`config.mk`:
```
export PLATFORM = sky130hd
export DESIGN_NAME = game_end_overlay_flat
export DESIGN_NICKNAME = d
export VERILOG_FILES = /design/src/rtl/game_end_pkg.sv /design/src/rtl/vga_if.sv /design/src/rtl/delay.sv /design/src/rtl/game_end_msg_rom.sv /design/src/rtl/game_end_overlay.sv /design/src/flat_wrapper.sv
export SDC_FILE = /design/constraint.sdc
export NUM_CORES = 1
export LEC_CHECK = 0
export BUFFER_PORTS_ARGS = -buffer_cell sky130_fd_sc_hd__buf_2
export CAP_MARGIN = 25
export CORE_MARGIN = 1
export CORE_UTILIZATION = 49
export DETAILED_ROUTE_END_ITERATION = 16
export PLACE_DENSITY = 0.76
export SLEW_MARGIN = 10
export SYNTH_ARGS = -nofsm -noshare
export SYNTH_HDL_FRONTEND = slang
export SYNTH_SLANG_ARGS = --single-unit
```
`constraint.sdc`:
```
create_clock -name clk -period 2.2 [get_ports clk]
set_input_delay 0.33 -clock clk [delete_from_list [all_inputs] [get_ports clk]]
set_output_delay 0.33 -clock clk [all_outputs]
set_load 0.02 [all_outputs]
```
`src/rtl/game_end_pkg.sv`:
```
// Shared types and constants for the end-of-game overlay: game state, font codes,
// message strings and the bundled VGA timing word carried through the delay line.
package game_end_pkg;

  typedef enum logic [1:0] {
    PLAY = 2'd0,
    LOSE = 2'd1,
    WIN  = 2'd2
  } end_state_t;

  // Font ROM is indexed by 7-bit ASCII codes.
  localparam logic [6:0] CH_SPACE = 7'h20;

  localparam int MSG_WIN_LEN  = 7;
  localparam int MSG_LOSE_LEN = 10;
  localparam logic [8*MSG_WIN_LEN-1:0]  MSG_WIN  = "WYGRANA";
  localparam logic [8*MSG_LOSE_LEN-1:0] MSG_LOSE = "PRZEGRALES";

  typedef struct packed {
    logic [10:0] vcount;
    logic        vsync;
    logic        vblnk;
    logic [10:0] hcount;
    logic        hsync;
    logic        hblnk;
    logic [11:0] rgb;
  } vga_sig_t;

endpackage

```
`src/rtl/vga_if.sv`:
```
// VGA timing + colour bundle passed between the stages of the display chain.
interface vga_if;
  logic [10:0] vcount;
  logic        vsync;
  logic        vblnk;
  logic [10:0] hcount;
  logic        hsync;
  logic        hblnk;
  logic [11:0] rgb;

  modport in  (input  vcount, vsync, vblnk, hcount, hsync, hblnk, rgb);
  modport out (output vcount, vsync, vblnk, hcount, hsync, hblnk, rgb);
endinterface

```
`src/rtl/delay.sv`:
```
// Generic register delay line: dout_o is din_i delayed by STAGES clock cycles.
module delay #(
  parameter int WIDTH  = 1,
  parameter int STAGES = 1
) (
  input  logic             clk,
  input  logic             rst_n,
  input  logic [WIDTH-1:0] din_i,
  output logic [WIDTH-1:0] dout_o
);

  logic [STAGES-1:0][WIDTH-1:0] stage_q;

  // NOTE: every stage is reset so the output bundle reads all-zero during reset;
  // sequential state uses non-blocking assignments so stages shift, not collapse.
  always_ff @(posedge clk or negedge rst_n) begin
    if (!rst_n) begin
      stage_q <= '0;
    end else begin
      stage_q[0] <= din_i;
      for (int i = 1; i < STAGES; i++) begin
        stage_q[i] <= stage_q[i-1];
      end
    end
  end

  assign dout_o = stage_q[STAGES-1];

endmodule

```
`src/rtl/game_end_msg_rom.sv`:
```
// Maps (game state, character index) to the font code of the message character.
module game_end_msg_rom
  import game_end_pkg::*;
(
  input  end_state_t state_i,
  input  logic [3:0] idx_i,
  output logic [6:0] char_code_o
);

  // NOTE: the default assignment first keeps this block purely combinational (no latch).
  always_comb begin
    char_code_o = CH_SPACE;
    unique case (state_i)
      WIN:  if (int'(idx_i) < MSG_WIN_LEN)
              char_code_o = MSG_WIN[8*(MSG_WIN_LEN-1-int'(idx_i)) +: 7];
      LOSE: if (int'(idx_i) < MSG_LOSE_LEN)
              char_code_o = MSG_LOSE[8*(MSG_LOSE_LEN-1-int'(idx_i)) +: 7];
      default: ;
    endcase
  end

endmodule

```
`src/rtl/game_end_overlay.sv`:
```
// End-of-game text overlay: latches PLAY/LOSE/WIN at frame start and draws a scaled,
// optionally blinking message via the font ROM. Define GAME_END_DIM_EN to dim the background.
module game_end_overlay
  import game_end_pkg::*;
#(
  parameter int          TXT_X        = 350,
  parameter int          TXT_Y        = 350,
  parameter int          SCALE_LOG2   = 1,
  parameter int          MAX_LEN      = 16,
  parameter int          HP_W         = 4,
  parameter int          BLINK_FRAMES = 30,
  parameter logic [11:0] WIN_COLOR    = 12'h0F0,
  parameter logic [11:0] LOSE_COLOR   = 12'hF00
) (
  input  logic            clk,
  input  logic            rst_n,
  vga_if.in               in,
  vga_if.out              out,
  input  logic [HP_W-1:0] hp_in,
  input  logic            win_in,
  input  logic            restart,
  input  logic [7:0]      char_line_pixels,
  output logic [10:0]     char_addr,
  output logic [1:0]      end_state
);

  localparam logic [10:0] X0    = 11'(TXT_X);
  localparam logic [10:0] Y0    = 11'(TXT_Y);
  localparam logic [10:0] BOX_H = 11'(16 << SCALE_LOG2);
  localparam int          CNT_W = (BLINK_FRAMES > 1) ? $clog2(BLINK_FRAMES) : 1;

  end_state_t       state_q, state_d;
  logic             restart_q, restart_d;
  logic [CNT_W-1:0] blink_cnt_q, blink_cnt_d;
  logic             visible_q, visible_d;
  logic             vblnk_q;
  logic             frame_start;

  assign frame_start = in.vblnk & ~vblnk_q;

  always_comb begin
    state_d     = state_q;
    restart_d   = restart_q | restart;
    blink_cnt_d = blink_cnt_q;
    visible_d   = visible_q;
    if (state_q == PLAY) begin
      restart_d = 1'b0;
      if (frame_start && (win_in || hp_in == '0)) begin
        state_d     = win_in ? WIN : LOSE;
        blink_cnt_d = '0;
        visible_d   = 1'b1;
      end
    end else if (frame_start) begin
      if (restart_q || restart) begin
        state_d   = PLAY;
        restart_d = 1'b0;
      end else if (BLINK_FRAMES != 0) begin
        if (blink_cnt_q == CNT_W'(BLINK_FRAMES - 1)) begin
          blink_cnt_d = '0;
          visible_d   = ~visible_q;
        end else begin
          blink_cnt_d = blink_cnt_q + 1'b1;
        end
      end
    end
  end

  // Text box geometry; the >= tests guard the subtractions against wrap.
  logic [4:0]  msg_len;
  logic [10:0] box_w, rx, ry;
  logic        inbox_c;
  logic [3:0]  idx_c, line_c;
  logic [2:0]  col_c;
  logic [6:0]  char_code;

  always_comb begin
    msg_len = '0;
    if (state_q == WIN)  msg_len = 5'(MSG_WIN_LEN);
    if (state_q == LOSE) msg_len = 5'(MSG_LOSE_LEN);
    if (int'(msg_len) > MAX_LEN) msg_len = 5'(MAX_LEN);
  end

  assign box_w   = 11'(msg_len) << (3 + SCALE_LOG2);
  assign rx      = in.hcount - X0;
  assign ry      = in.vcount - Y0;
  assign inbox_c = (in.hcount >= X0) && (rx < box_w) && (in.vcount >= Y0) && (ry < BOX_H);
  assign idx_c   = 4'(rx >> (3 + SCALE_LOG2));
  assign col_c   = 3'(rx >> SCALE_LOG2);
  assign line_c  = 4'(ry >> SCALE_LOG2);

  game_end_msg_rom u_msg_rom (
    .state_i     (state_q),
    .idx_i       (idx_c),
    .char_code_o (char_code)
  );

  logic        inbox1_q, inbox2_q, ink_q, dim_q;
  logic [2:0]  col1_q, col2_q;
  logic [11:0] color_q;

  always_ff @(posedge clk or negedge rst_n) begin
    if (!rst_n) begin
      state_q     <= PLAY;
      restart_q   <= 1'b0;
      blink_cnt_q <= '0;
      visible_q   <= 1'b1;
      vblnk_q     <= 1'b0;
      char_addr   <= '0;
      inbox1_q    <= 1'b0;
      col1_q      <= '0;
      inbox2_q    <= 1'b0;
      col2_q      <= '0;
      ink_q       <= 1'b0;
      dim_q       <= 1'b0;
      color_q     <= '0;
    end else begin
      state_q     <= state_d;
      restart_q   <= restart_d;
      blink_cnt_q <= blink_cnt_d;
      visible_q   <= visible_d;
      vblnk_q     <= in.vblnk;
      char_addr   <= inbox_c ? {char_code, line_c} : {CH_SPACE, 4'h0};
      inbox1_q    <= inbox_c;
      col1_q      <= col_c;
      inbox2_q    <= inbox1_q;
      col2_q      <= col1_q;
      ink_q       <= (state_q != PLAY) && visible_q && inbox2_q && char_line_pixels[3'd7 - col2_q];
      dim_q       <= (state_q != PLAY);
      color_q     <= (state_q == WIN) ? WIN_COLOR : LOSE_COLOR;
    end
  end

  assign end_state = state_q;

  vga_sig_t pipe_in, pipe_out;
  logic [11:0] rgb_o;

  assign pipe_in = {in.vcount, in.vsync, in.vblnk, in.hcount, in.hsync, in.hblnk, in.rgb};

  delay #(.WIDTH($bits(vga_sig_t)), .STAGES(3)) u_delay (
    .clk    (clk),
    .rst_n  (rst_n),
    .din_i  (pipe_in),
    .dout_o (pipe_out)
  );

  always_comb begin
    rgb_o = pipe_out.rgb;
`ifdef GAME_END_DIM_EN
    if (dim_q)
      rgb_o = {1'b0, pipe_out.rgb[11:9], 1'b0, pipe_out.rgb[7:5], 1'b0, pipe_out.rgb[3:1]};
`else
    if (dim_q && 1'b0) rgb_o = pipe_out.rgb;
`endif
    if (ink_q) rgb_o = color_q;
    if (pipe_out.hblnk || pipe_out.vblnk) rgb_o = '0;
  end

  assign out.vcount = pipe_out.vcount;
  assign out.vsync  = pipe_out.vsync;
  assign out.vblnk  = pipe_out.vblnk;
  assign out.hcount = pipe_out.hcount;
  assign out.hsync  = pipe_out.hsync;
  assign out.hblnk  = pipe_out.hblnk;
  assign out.rgb    = rgb_o;

endmodule

```
`src/flat_wrapper.sv`:
```
// flat-port wrapper written by rule: the top's interface ports become plain ports
module game_end_overlay_flat import game_end_pkg::*;
#(
  parameter int          TXT_X        = 350,
  parameter int          TXT_Y        = 350,
  parameter int          SCALE_LOG2   = 1,
  parameter int          MAX_LEN      = 16,
  parameter int          HP_W         = 4,
  parameter int          BLINK_FRAMES = 30,
  parameter logic [11:0] WIN_COLOR    = 12'h0F0,
  parameter logic [11:0] LOSE_COLOR   = 12'hF00
)
  (clk, rst_n, hp_in, win_in, restart, char_line_pixels, char_addr, end_state, in_vcount, in_vsync, in_vblnk, in_hcount, in_hsync, in_hblnk, in_rgb, out_vcount, out_vsync, out_vblnk, out_hcount, out_hsync, out_hblnk, out_rgb);
  vga_if in_i ();
  vga_if out_i ();
  input  logic clk;
  input  logic rst_n;
  input  logic [HP_W-1:0] hp_in;
  input  logic win_in;
  input  logic restart;
  input  logic [7:0] char_line_pixels;
  output logic [10:0] char_addr;
  output logic [1:0] end_state;
  input wire logic [$bits(in_i.vcount)-1:0] in_vcount;
  input wire logic [$bits(in_i.vsync)-1:0] in_vsync;
  input wire logic [$bits(in_i.vblnk)-1:0] in_vblnk;
  input wire logic [$bits(in_i.hcount)-1:0] in_hcount;
  input wire logic [$bits(in_i.hsync)-1:0] in_hsync;
  input wire logic [$bits(in_i.hblnk)-1:0] in_hblnk;
  input wire logic [$bits(in_i.rgb)-1:0] in_rgb;
  output wire logic [$bits(out_i.vcount)-1:0] out_vcount;
  output wire logic [$bits(out_i.vsync)-1:0] out_vsync;
  output wire logic [$bits(out_i.vblnk)-1:0] out_vblnk;
  output wire logic [$bits(out_i.hcount)-1:0] out_hcount;
  output wire logic [$bits(out_i.hsync)-1:0] out_hsync;
  output wire logic [$bits(out_i.hblnk)-1:0] out_hblnk;
  output wire logic [$bits(out_i.rgb)-1:0] out_rgb;
  assign in_i.vcount = in_vcount;
  assign in_i.vsync = in_vsync;
  assign in_i.vblnk = in_vblnk;
  assign in_i.hcount = in_hcount;
  assign in_i.hsync = in_hsync;
  assign in_i.hblnk = in_hblnk;
  assign in_i.rgb = in_rgb;
  assign out_vcount = out_i.vcount;
  assign out_vsync = out_i.vsync;
  assign out_vblnk = out_i.vblnk;
  assign out_hcount = out_i.hcount;
  assign out_hsync = out_i.hsync;
  assign out_hblnk = out_i.hblnk;
  assign out_rgb = out_i.rgb;
  game_end_overlay #(.TXT_X(TXT_X), .TXT_Y(TXT_Y), .SCALE_LOG2(SCALE_LOG2), .MAX_LEN(MAX_LEN), .HP_W(HP_W), .BLINK_FRAMES(BLINK_FRAMES), .WIN_COLOR(WIN_COLOR), .LOSE_COLOR(LOSE_COLOR)) u_core (.clk(clk), .rst_n(rst_n), .in(in_i), .out(out_i), .hp_in(hp_in), .win_in(win_in), .restart(restart), .char_line_pixels(char_line_pixels), .char_addr(char_addr), .end_state(end_state));
endmodule
```
==> impl_metrics.tcl, run 1 <==
set metrics [dict create \
    clock_latency_ps 520 \
    pwr-share-seq 0.421 \
    startpoint_type "register" \
    pwr-share-clk 0.405 \
    layout_common_cells "dfrtp_1, buf_2, buf_4" \
    cp-end-kind "register" \
    rsz0062_at_grt "true" \
    period_needed_ps 2250 \
    yosys_warnings 0 \
    clockRootBuffer "clkbuf_8" \
    synth_area_leaders "dfrtp_1, ha_1, buf_4" \
    powerDensity_nw_per_um2 1000 \
    fillers 704 \
    grt_antenna_before_repair 0 \
    p_comb_frac 0.174 \
    ys_seq_area_frac 0.706 \
    grt_overflow_total 0 \
    portBuffers 104 \
    io_pins 105 \
    grt_max_degree 53 \
    finalSetupViolCount 4 \
    synth-async-reset-ratio 1.00 \
    diodes 0 \
    numCtsBuffers 17 \
    fmax_ghz 0.445 \
    htree_levels 4 \
    critPathMaxFanout 2 \
    gp_congestion 0.860 \
    outcome "finished, violations left" \
    hold_violations 0 \
    arrival_ps 2660 \
    finalClockSkew_ps 8.07 \
    hold_class "in2reg" \
    cts_tree "yes" \
    synthesis.instances 376 \
    layout.nets 609 \
    synthFlopType "dfrtp_1" \
    synth_fp_nets 444 \
    p_sw_mw 1.77 \
    ant_nets 0 \
    die_y_microns 104 \
    dp_hpwl_microns 6770 \
    drv_cap 0 \
    grt_pass1_vias 3568 \
    synth_seq_cells 145 \
    clkSlewWorstSetupHoldPaths_ps 60 \
    pre_cts_ws_ps -268 \
    fp.dieArea_sq_um 10900 \
    p_int_mw 5.27 \
    placementRows 37 \
    p_leak_nw 3.36 \
    via_count 3403 \
    setup_slack_ps -49.5 \
    clk_path_buf_depth 2 \
    area_growth_syn_to_layout_pct 36.7 \
    coreArea_sq_um 10200 \
    sw_frac_of_total 0.252 \
    routed_wl_microns 10500 \
    drive_gt1_frac 0.374 \
    synth_cell_types 54 \
    failed_checks "negative setup slack" \
    layout_commonest_cell "dfrtp_1" \
    grt_first_pass_wirelength_microns 17300 \
    startpoint "u_core.end_state[0]$_DFFE_PN0P_" \
    drt_pre_antenna_iters 4 \
    yosysTopAreaCell "dfrtp_1" \
    slew_violations 0 \
    worst_slew_pin_slew_ps 463 \
    vdd_ir_drop_max_v 0.000553 \
    initial_utilization 0.503 \
    rr_startpoint "u_core.end_state[0]$_DFFE_PN0P_" \
    clock-sinks 145 \
    required_ps 2610 \
    hp-start "in_vcount[2]" \
    grt_usage 0.212 \
    die_x_microns 104 \
    postSynthAreaPerCell_sq_um 13.7 \
    synth_edf_count 0 \
    netlist.area_leader.share 0.701 \
    first_iter_violations 158 \
    crit_type "reg2reg" \
    maxSlewHeadroom 0.691 \
    finalCritPeriodShare 1.02 \
    detail_route.wl_per_cell_microns 15.2 \
    timing.hold.ws_ps 61.8 \
    avgViaCountPerCell 4.93 \
    route.detailed.drc 0 \
    syn_area_sq_um 5140 \
]
state kept, by name (all words and copies together), names as in the netlist:
signal and flops:
u_core.u_delay.stage_q 76, u_core.u_delay.dout_o 38, u_core.char_addr 11, u_core.blink_cnt_q 5, u_core.col1_q 3, u_core.col2_q 3
u_core.color_q 2, u_core.end_state 2, u_core.inbox1_q 1, u_core.inbox2_q 1, u_core.ink_q 1, u_core.restart_q 1
u_core.visible_q 1
final cells by class:
class	count	area (sq um)	share of cell area
Multi-Input combinational cell	184	1390	0.197
Timing Repair Buffer	177	1180	0.168
Clock inverter	9	129	0.0183
Sequential cell	145	3630	0.516
Tap cell	136	170	0.0242
Inverter	16	66.3	0.00943
Clock buffer	23	467	0.0664
power by group through the flow:
stage	Clock, mW	Combinational, mW	Sequential (mW)
global placement	0	0.998	2.99
finish	2.85	1.22	2.96
CTS	2.91	1.12	2.97
global route	3.03	1.36	2.98
floorplan	0	0.562	3.02
detailed placement	0	1.03	3.01
Yosys cell counts (all sizes together), types with 2 or more instances:
| cell | number |
|---|---|
| nand2 | 23 |
| ha | 14 |
| xnor2 | 8 |
| and2 | 5 |
| o31ai | 5 |
| nand4 | 2 |
| nand3 | 10 |
| a21oi | 22 |
| inv | 15 |
| o211ai | 4 |
| o32ai | 2 |
| nor2b | 3 |
| dfrtp | 144 |
| nor2 | 16 |
| mux4 | 2 |
| buf | 25 |
| a21o | 2 |
| mux2i | 3 |
| a41o | 2 |
| xor2 | 4 |
| o21ai | 13 |
| nor4 | 2 |
| and3 | 2 |
| clkbuf | 6 |
| o2111ai | 3 |
| nand2b | 11 |
| nor3 | 6 |
metrics by stage:
stage | instance area [sq um] | setup TNS [ps] | std cells | power, mW | utilization
3_3_place_gp | 6040 | -1670 | 625 | 3.99 | 0.590
5_1_grt | 7030 | -830 | 690 | 7.37 | 0.687
6_report | 7030 | -102 | 690 | 7.04 | 0.687
4_1_cts | 6960 | 0 | 687 | 7.00 | 0.680
3_5_place_dp | 6040 | -1890 | 625 | 4.04 | 0.590
2_1_floorplan | 5230 | -678 | 376 | 3.58 | -
cell families (layout without fill, tap and decap cells):
| kind of cell | Yosys count | after routing | share of synthesized area |
|---|---|---|---|
| AND/OR/NAND/NOR | 86 | 86 | 0.0832 |
| multiplexers | 6 | 6 | 0.0168 |
| buffers and inverters | 47 | 225 | 0.0511 |
| adder cells (fa/ha/maj) | 14 | 14 | 0.0341 |
| XOR/XNOR | 12 | 12 | 0.0234 |
| flip-flops | 145 | 145 | 0.706 |
| AO/OA/AOI/OAI | 66 | 66 | 0.0859 |
routing by layer:
metal  vias up  GRT usage  wire length [microns]
met5         -          0                      0
met4         0      0.111                    301
met3        26     0.0520                    467
met2       110      0.365                   5480
met1      1676      0.246                   4220
li1       1591          -                      -
path summary, 6_finish.rpt:
check	to	slack, ps	cells after the start
worst max-delay path	u_core.char_addr[9]$_DFF_PN0_	-50	9
worst min-delay path	u_core.u_delay.stage_q[29]$_DFF_PN0_	60	2
worst max register to register	u_core.char_addr[9]$_DFF_PN0_	-50	9
worst min register to register	u_core.u_delay.stage_q[74]$_DFF_PN0_	340	0
max in group asynchronous	u_core.u_delay.stage_q[38]$_DFF_PN0_	1280	3
min in group asynchronous	u_core.blink_cnt_q[3]$_DFFE_PN0P_	300	2
timing repair:
| action | 4_1_cts | 5_1_grt |
|---|---|---|
| hold buffers | 30 | 0 |
| buffers inserted | 0 | 3 |
| endpoints found under the setup margin | 7 | 11 |
| pin swaps | 4 | 5 |
| gates resized for setup | 7 | 13 |
| endpoints found under the hold margin | 75 | 0 |
critical path, stage by stage, from the launching register on:
cell,delay (ps)
dfrtp_1,370
buf_6,110
inv_4,30
ha_4,270
inv_4,40
ha_4,200
a21boi_1,130
o211a_1,240
or4_4,500
a221o_1,270
(Power assumes the default switching activity.)
==> inputs of run 2 (changes only) <==
--- a/config.mk
+++ b/config.mk
@@ -8,9 +8,9 @@
 export BUFFER_PORTS_ARGS = -buffer_cell sky130_fd_sc_hd__buf_2
 export CAP_MARGIN = 25
 export CORE_MARGIN = 1
-export CORE_UTILIZATION = 49
+export CORE_UTILIZATION = 50
 export DETAILED_ROUTE_END_ITERATION = 16
-export PLACE_DENSITY = 0.76
+export PLACE_DENSITY = 0.75
 export SLEW_MARGIN = 10
 export SYNTH_ARGS = -nofsm -noshare
 export SYNTH_HDL_FRONTEND = slang
==> constraint.sdc (replaced) <==
create_clock -name clk -period 2.65 [get_ports clk]
set_input_delay 0.3975 -clock clk [delete_from_list [all_inputs] [get_ports clk]]
set_output_delay 0.3975 -clock clk [all_outputs]
set_load 0.02 [all_outputs]
==> run 2 against run 1 <==
Against the previous run: the flow now finishes without violations; critical path depth fell by 1; utilization fell by 2.1 points; first-iteration DRC count fell by 40%; clock-buffer cell count fell by 3; cell area fell by 6.5%; die area fell by 2.0%; clock power fell by 25%; combinational power fell by 38%; global-route usage fell by 2.2 points; largest cell class unchanged; highest routed layer unchanged.
==> impl_metrics.tcl, run 2 (synthesis gave the netlist of run 1 again) <==
set metrics [dict create \
    grt_overflow_total 0 \
    layout_common_cells "dfrtp_1, buf_2, nand2_1, dlygate4sd3_1, a21oi_1" \
    clock-sinks 145 \
    power.total_mw 5.38 \
    slowest_stage "or4_1" \
    htree_levels 4 \
    arrival_ps 2730 \
    clockRootBuffer "clkbuf_8" \
    grt_usage 0.191 \
    numCtsBuffers 17 \
    first_iter_violations 95 \
    worst_slew_pin_slew_ps 462 \
    path_delay_family "simple AND/OR/NAND/NOR gates" \
    dp_hpwl_microns 6340 \
    timing.hold.ws_ps 18.8 \
    finalCritPeriodShare 0.878 \
    fin_tns_setup_ps 0 \
    route.detailed.drc 0 \
    via_count 3216 \
    layout_commonest_cell "dfrtp_1" \
    powerDensity_nw_per_um2 817 \
    drt_pre_antenna_iters 4 \
    rr_startpoint "u_core.end_state[1]$_DFFE_PN0P_" \
    cp.buffers_inverters 2 \
    startpoint "u_core.end_state[1]$_DFFE_PN0P_" \
    period_needed_ps 2330 \
    clock_latency_ps 520 \
    multi_input_comb_area_sq_um 1270 \
    grt_first_pass_wirelength_microns 14600 \
    layout.nets 577 \
    largest_reg_flops 76 \
    crit_chain "inv_1, ha_1, inv_1, ha_1, nor4b_1, nand4_1, or4_1, a221o_1" \
    top_register "u_core.u_delay.stage_q" \
    avgViaCountPerCell 4.91 \
    detail_route.wl_per_cell_microns 14.2 \
    ctsHoldBuffers 23 \
    drv_cap 0 \
    final-seq-area_sq_um 3630 \
    die_x_microns 103 \
    clk_path_buf_depth 2 \
    crit_type "reg2reg" \
    grt_antenna_before_repair 0 \
    hp-start "in_vcount[7]" \
    fp.dieArea_sq_um 10700 \
    maxSlewHeadroom 0.691 \
    portBuffers 104 \
    diodes 0 \
    ant_nets 0 \
    slew_violations 0 \
    die_y_microns 103 \
    grt_pass1_vias 3153 \
    outcome "complete, no violations" \
    clkSlewWorstSetupHoldPaths_ps 60 \
    drive_gt1_frac 0.312 \
    gp_congestion 0.882 \
    cts_tree "yes" \
    cp-end-kind "register" \
    area_growth_syn_to_layout_pct 27.9 \
    cts_resized 0 \
    fmax_ghz 0.430 \
    critPathMaxFanout 4 \
    cp_slowest_stage_delay_ps 450 \
    coreArea_sq_um 9860 \
    hold_violations 0 \
    finalClockSkew_ps 4.69 \
    fillers 734 \
    finalSetupViolCount 0 \
    required_ps 3060 \
    p_leak_nw 3.17 \
    startpoint_type "register" \
    io_pins 105 \
    hold_class "in2reg" \
    vdd_ir_drop_max_v 0.000540 \
    cts_setup_buffers 0 \
    initial_utilization 0.521 \
    placementRows 36 \
    routed_wl_microns 9310 \
    grt_max_degree 75 \
    rsz0062_at_grt "false" \
]
[run 2: changes by cell type in the layout (fill, tap and decap cells not counted), moves of 4 or more]
cell and delta:
buf_4 -23, dlygate4sd3_1 -7, ha_1 +7, ha_2 -4, inv_1 +4
[run 2: layer usage]
metal	up-vias	GRT usage	part of all wire
met5	-	0	0
met4	0	0.111	0.028
met3	23	0.0504	0.049
met2	107	0.314	0.50
met1	1552	0.227	0.42
li1	1534	-	-
[run 2: final cells by class]
cell class / instances / share of cell area
clock buffers: 20 / 0.0662
clock inverters: 12 / 0.0165
inverters: 16 / 0.00913
multi-input cells: 184 / 0.194
flip-flops and latches: 145 / 0.552
well taps: 133 / 0.0253
repair buffers: 145 / 0.137
[run 2: power by group]
part | switching, mW | total [mW] | internal (mW)
Clock | 0.875 | 2.15 | 1.27
Sequential | 0.0843 | 2.47 | 2.38
Combinational | 0.450 | 0.761 | 0.312
Total | 1.41 | 5.38 | 3.97
[run 2: per-stage QoR]
step | cell area, sq um | utilization | cells | setup slack [ps]
2_1_floorplan | 5170 | - | 376 | 60.1
3_3_place_gp | 5800 | 0.588 | 599 | 9.69
3_5_place_dp | 5800 | 0.588 | 599 | -77.5
4_1_cts | 6570 | 0.666 | 654 | 323
5_1_grt | 6580 | 0.667 | 655 | 230
6_report | 6580 | 0.667 | 655 | 323
[run 2: worst register-to-register path: cells and delay by family, from the launching register on]
kind                     cells  cell delay (ps)
adder cells (fa/ha/maj)      2              400
buffers and inverters        2              210
AO/OA/AOI/OAI                1              270
AND/OR/NAND/NOR              3              930
flip-flops                   1              410
[run 2: final timing paths]
kind	to	cells after the start	slack (ps)
min in group asynchronous	u_core.u_delay.dout_o[13]$_DFF_PN0_	2	380
worst min register to register	u_core.u_delay.dout_o[19]$_DFF_PN0_	0	350
worst min-delay path	u_core.u_delay.stage_q[34]$_DFF_PN0_	1	20
worst max-delay path	u_core.char_addr[9]$_DFF_PN0_	8	320
worst max register to register	u_core.char_addr[9]$_DFF_PN0_	8	320
max in group asynchronous	u_core.visible_q$_DFFE_PN1P_	3	1550
==> inputs of run 3 (changes only) <==
--- a/config.mk
+++ b/config.mk
@@ -5,6 +5,7 @@
 export SDC_FILE = /design/constraint.sdc
 export NUM_CORES = 1
 export LEC_CHECK = 0
+export ABC_AREA = 1
 export BUFFER_PORTS_ARGS = -buffer_cell sky130_fd_sc_hd__buf_2
 export CAP_MARGIN = 25
 export CORE_MARGIN = 1
==> run 3 against run 2 <==
Against the previous run: cell area is 0.89% lower; synthesized cell count is 11% higher; hold slack better by 10 ps; register-to-register slack improved by 340 ps; wire length grew 6.8%; clock-buffer cell count is 3 lower; global-route usage grew 1.3 points; fmax is 1.8% lower; critical path type is now reg2out; largest cell class unchanged; highest routed layer unchanged.
==> impl_metrics.tcl, run 3 <==
set metrics [dict create \
    outcome "complete, no violations" \
    critPathMaxFanout 11 \
    first_iter_violations 184 \
    cts_resized 0 \
    crit_type "reg2out" \
    synth_edf_count 0 \
    worst_slew_pin_slew_ps 668 \
    synth_area_leaders "dfrtp_1, nand2_1, ha_1" \
    startpoint_type "register" \
    drive_gt1_frac 0.303 \
    rsz0062_at_grt "false" \
    synth-async-reset-ratio 1.00 \
    synthFlopType "dfrtp_1" \
    startpoint "u_core.u_delay.dout_o[25]$_DFF_PN0_" \
    netlist.area_leader.share 0.703 \
    io_pins 105 \
    layout_common_cells "dfrtp_1, buf_2, nand2_1" \
    clock-sinks 145 \
    grt_usage 0.203 \
    synthMostInstantiatedCell "dfrtp_1" \
    portBuffers 104 \
    via_count 3255 \
    dp_hpwl_microns 6440 \
    ys_seq_area_frac 0.708 \
    largest_reg_flops 76 \
    synth_seq_cells 145 \
    period_needed_ps 2370 \
    grt_overflow_total 0 \
    maxSlewHeadroom 0.555 \
    synth_fp_nets 487 \
    die_y_microns 103 \
    top_register "u_core.u_delay.stage_q" \
    clk_path_buf_depth 2 \
    ant_nets 0 \
    die_x_microns 103 \
    grt_pass1_vias 3313 \
    hold_class "in2reg" \
    arrival_ps 1970 \
    diodes 0 \
    placementRows 36 \
    drv_cap 0 \
    fin_util 0.661 \
    finalClockSkew_ps 7.05 \
    synth_common_cells "dfrtp_1, nand2_1, inv_1, nor2_1, nand3_1" \
    required_ps 2250 \
    htree_levels 4 \
    gp_congestion 0.767 \
    fmax_ghz 0.422 \
    drt_pre_antenna_iters 4 \
    worstReg2RegEnd "u_core.char_addr[9]$_DFF_PN0_" \
    routed_wl_microns 9950 \
    grt_antenna_before_repair 0 \
    ctsHoldBuffers 22 \
    cts_tree "yes" \
    powerDensity_nw_per_um2 859 \
    initial_utilization 0.520 \
    coreArea_sq_um 9860 \
    syn_area_sq_um 5130 \
    postSynthAreaPerCell_sq_um 12.2 \
    grt_max_degree 78 \
    cts_setup_buffers 0 \
    clkSlewWorstSetupHoldPaths_ps 70 \
    reg2reg_depth 12 \
    yosysTopAreaCell "dfrtp_1" \
    area_growth_syn_to_layout_pct 27.2 \
    finalCritPeriodShare 0.894 \
    clock_latency_ps 500 \
    layout_commonest_cell "dfrtp_1" \
    detail_route.wl_per_cell_microns 14.4 \
    rr_startpoint "u_core.end_state[1]$_DFFE_PN0P_" \
    avgViaCountPerCell 4.71 \
    layout.nets 613 \
    cp-end-kind "output port" \
    numCtsBuffers 17 \
    grt_first_pass_wirelength_microns 15700 \
    timing.critical_path.to "out_rgb[3]" \
    p_leak_nw 3.33 \
    synth_cell_types 36 \
    synthesis.instances 419 \
    r2r_slack_ps 660 \
    finalSetupViolCount 0 \
    slew_violations 0 \
    hold_violations 0 \
    fin_area_sq_um 6520 \
    clockRootBuffer "clkbuf_8" \
    fin_tns_setup_ps 0 \
    vdd_ir_drop_max_v 0.000453 \
    placed_area_sq_um 5690 \
    route.detailed.drc 0 \
    fp.dieArea_sq_um 10700 \
    yosys_warnings 0 \
]
## run 3: power by group
part | switching [mW] | leakage (nW) | internal (mW)
Clock | 0.988 | 0.297 | 1.39
Sequential | 0.0909 | 1.73 | 2.39
Combinational | 0.469 | 1.30 | 0.275
Total | 1.55 | 3.33 | 4.05
## run 3: kinds of logic after synthesis
logic type | after synthesis | share of synthesized area
XOR/XNOR | 5 | 0.0100
AO/OA/AOI/OAI | 35 | 0.0403
multiplexers | 2 | 0.00391
flip-flops | 145 | 0.708
adder cells (fa/ha/maj) | 14 | 0.0342
AND/OR/NAND/NOR | 147 | 0.135
buffers and inverters | 71 | 0.0681
## run 3: critical path, stage by stage (launching register included)
cell and delay (ps):
dfrtp_1 380, nor2_1 500, nand2_1 240, nor2_1 160, buf_2 190
## run 3: layer usage
layer,part of all wire,vias up,global-route usage
li1,-,1562,-
met4,0.015,0,0.0737
met2,0.52,98,0.351
met3,0.047,15,0.0591
met5,0,-,0
met1,0.42,1580,0.244
## run 3: cell type report
class / count / area, sq um
clock buffers: 17 / 414
inverters: 48 / 180
flip-flops and latches: 145 / 3630
well taps: 133 / 166
repair buffers: 130 / 790
clock inverters: 15 / 191
fillers: 706 / 3350
multi-input cells: 203 / 1150
## run 3: per-stage QoR
| step | hold slack (ps) | power (mW) | instances | setup slack, ps |
|---|---|---|---|---|
| 3_3_place_gp | 332 | 3.20 | 637 | 252 |
| 6_report | 28.8 | 5.60 | 691 | 281 |
| 4_1_cts | 2.24 | 5.64 | 691 | 356 |
| 5_1_grt | 5.68 | 5.89 | 691 | 50.5 |
| 2_1_floorplan | 102 | 2.97 | 419 | 569 |
| 3_5_place_dp | 335 | 3.22 | 637 | 79.1 |
## run 3: how the worst min path moves through the flow
stage,from,end,slack [ps],cells past startpoint
final,in_vcount[2],u_core.u_delay.stage_q[29]$_DFF_PN0_,30,1
after detailed placement,u_core.u_delay.stage_q[61]$_DFF_PN0_,u_core.u_delay.dout_o[23]$_DFF_PN0_,330,0
after floorplan,rst_n,u_core.blink_cnt_q[0]$_DFFE_PN0P_,100,0
after CTS,in_vcount[6],u_core.u_delay.stage_q[33]$_DFF_PN0_,2,1
after global placement,u_core.u_delay.stage_q[66]$_DFF_PN0_,u_core.u_delay.dout_o[28]$_DFF_PN0_,330,0
after global routing,in_vcount[6],u_core.u_delay.stage_q[33]$_DFF_PN0_,6,1
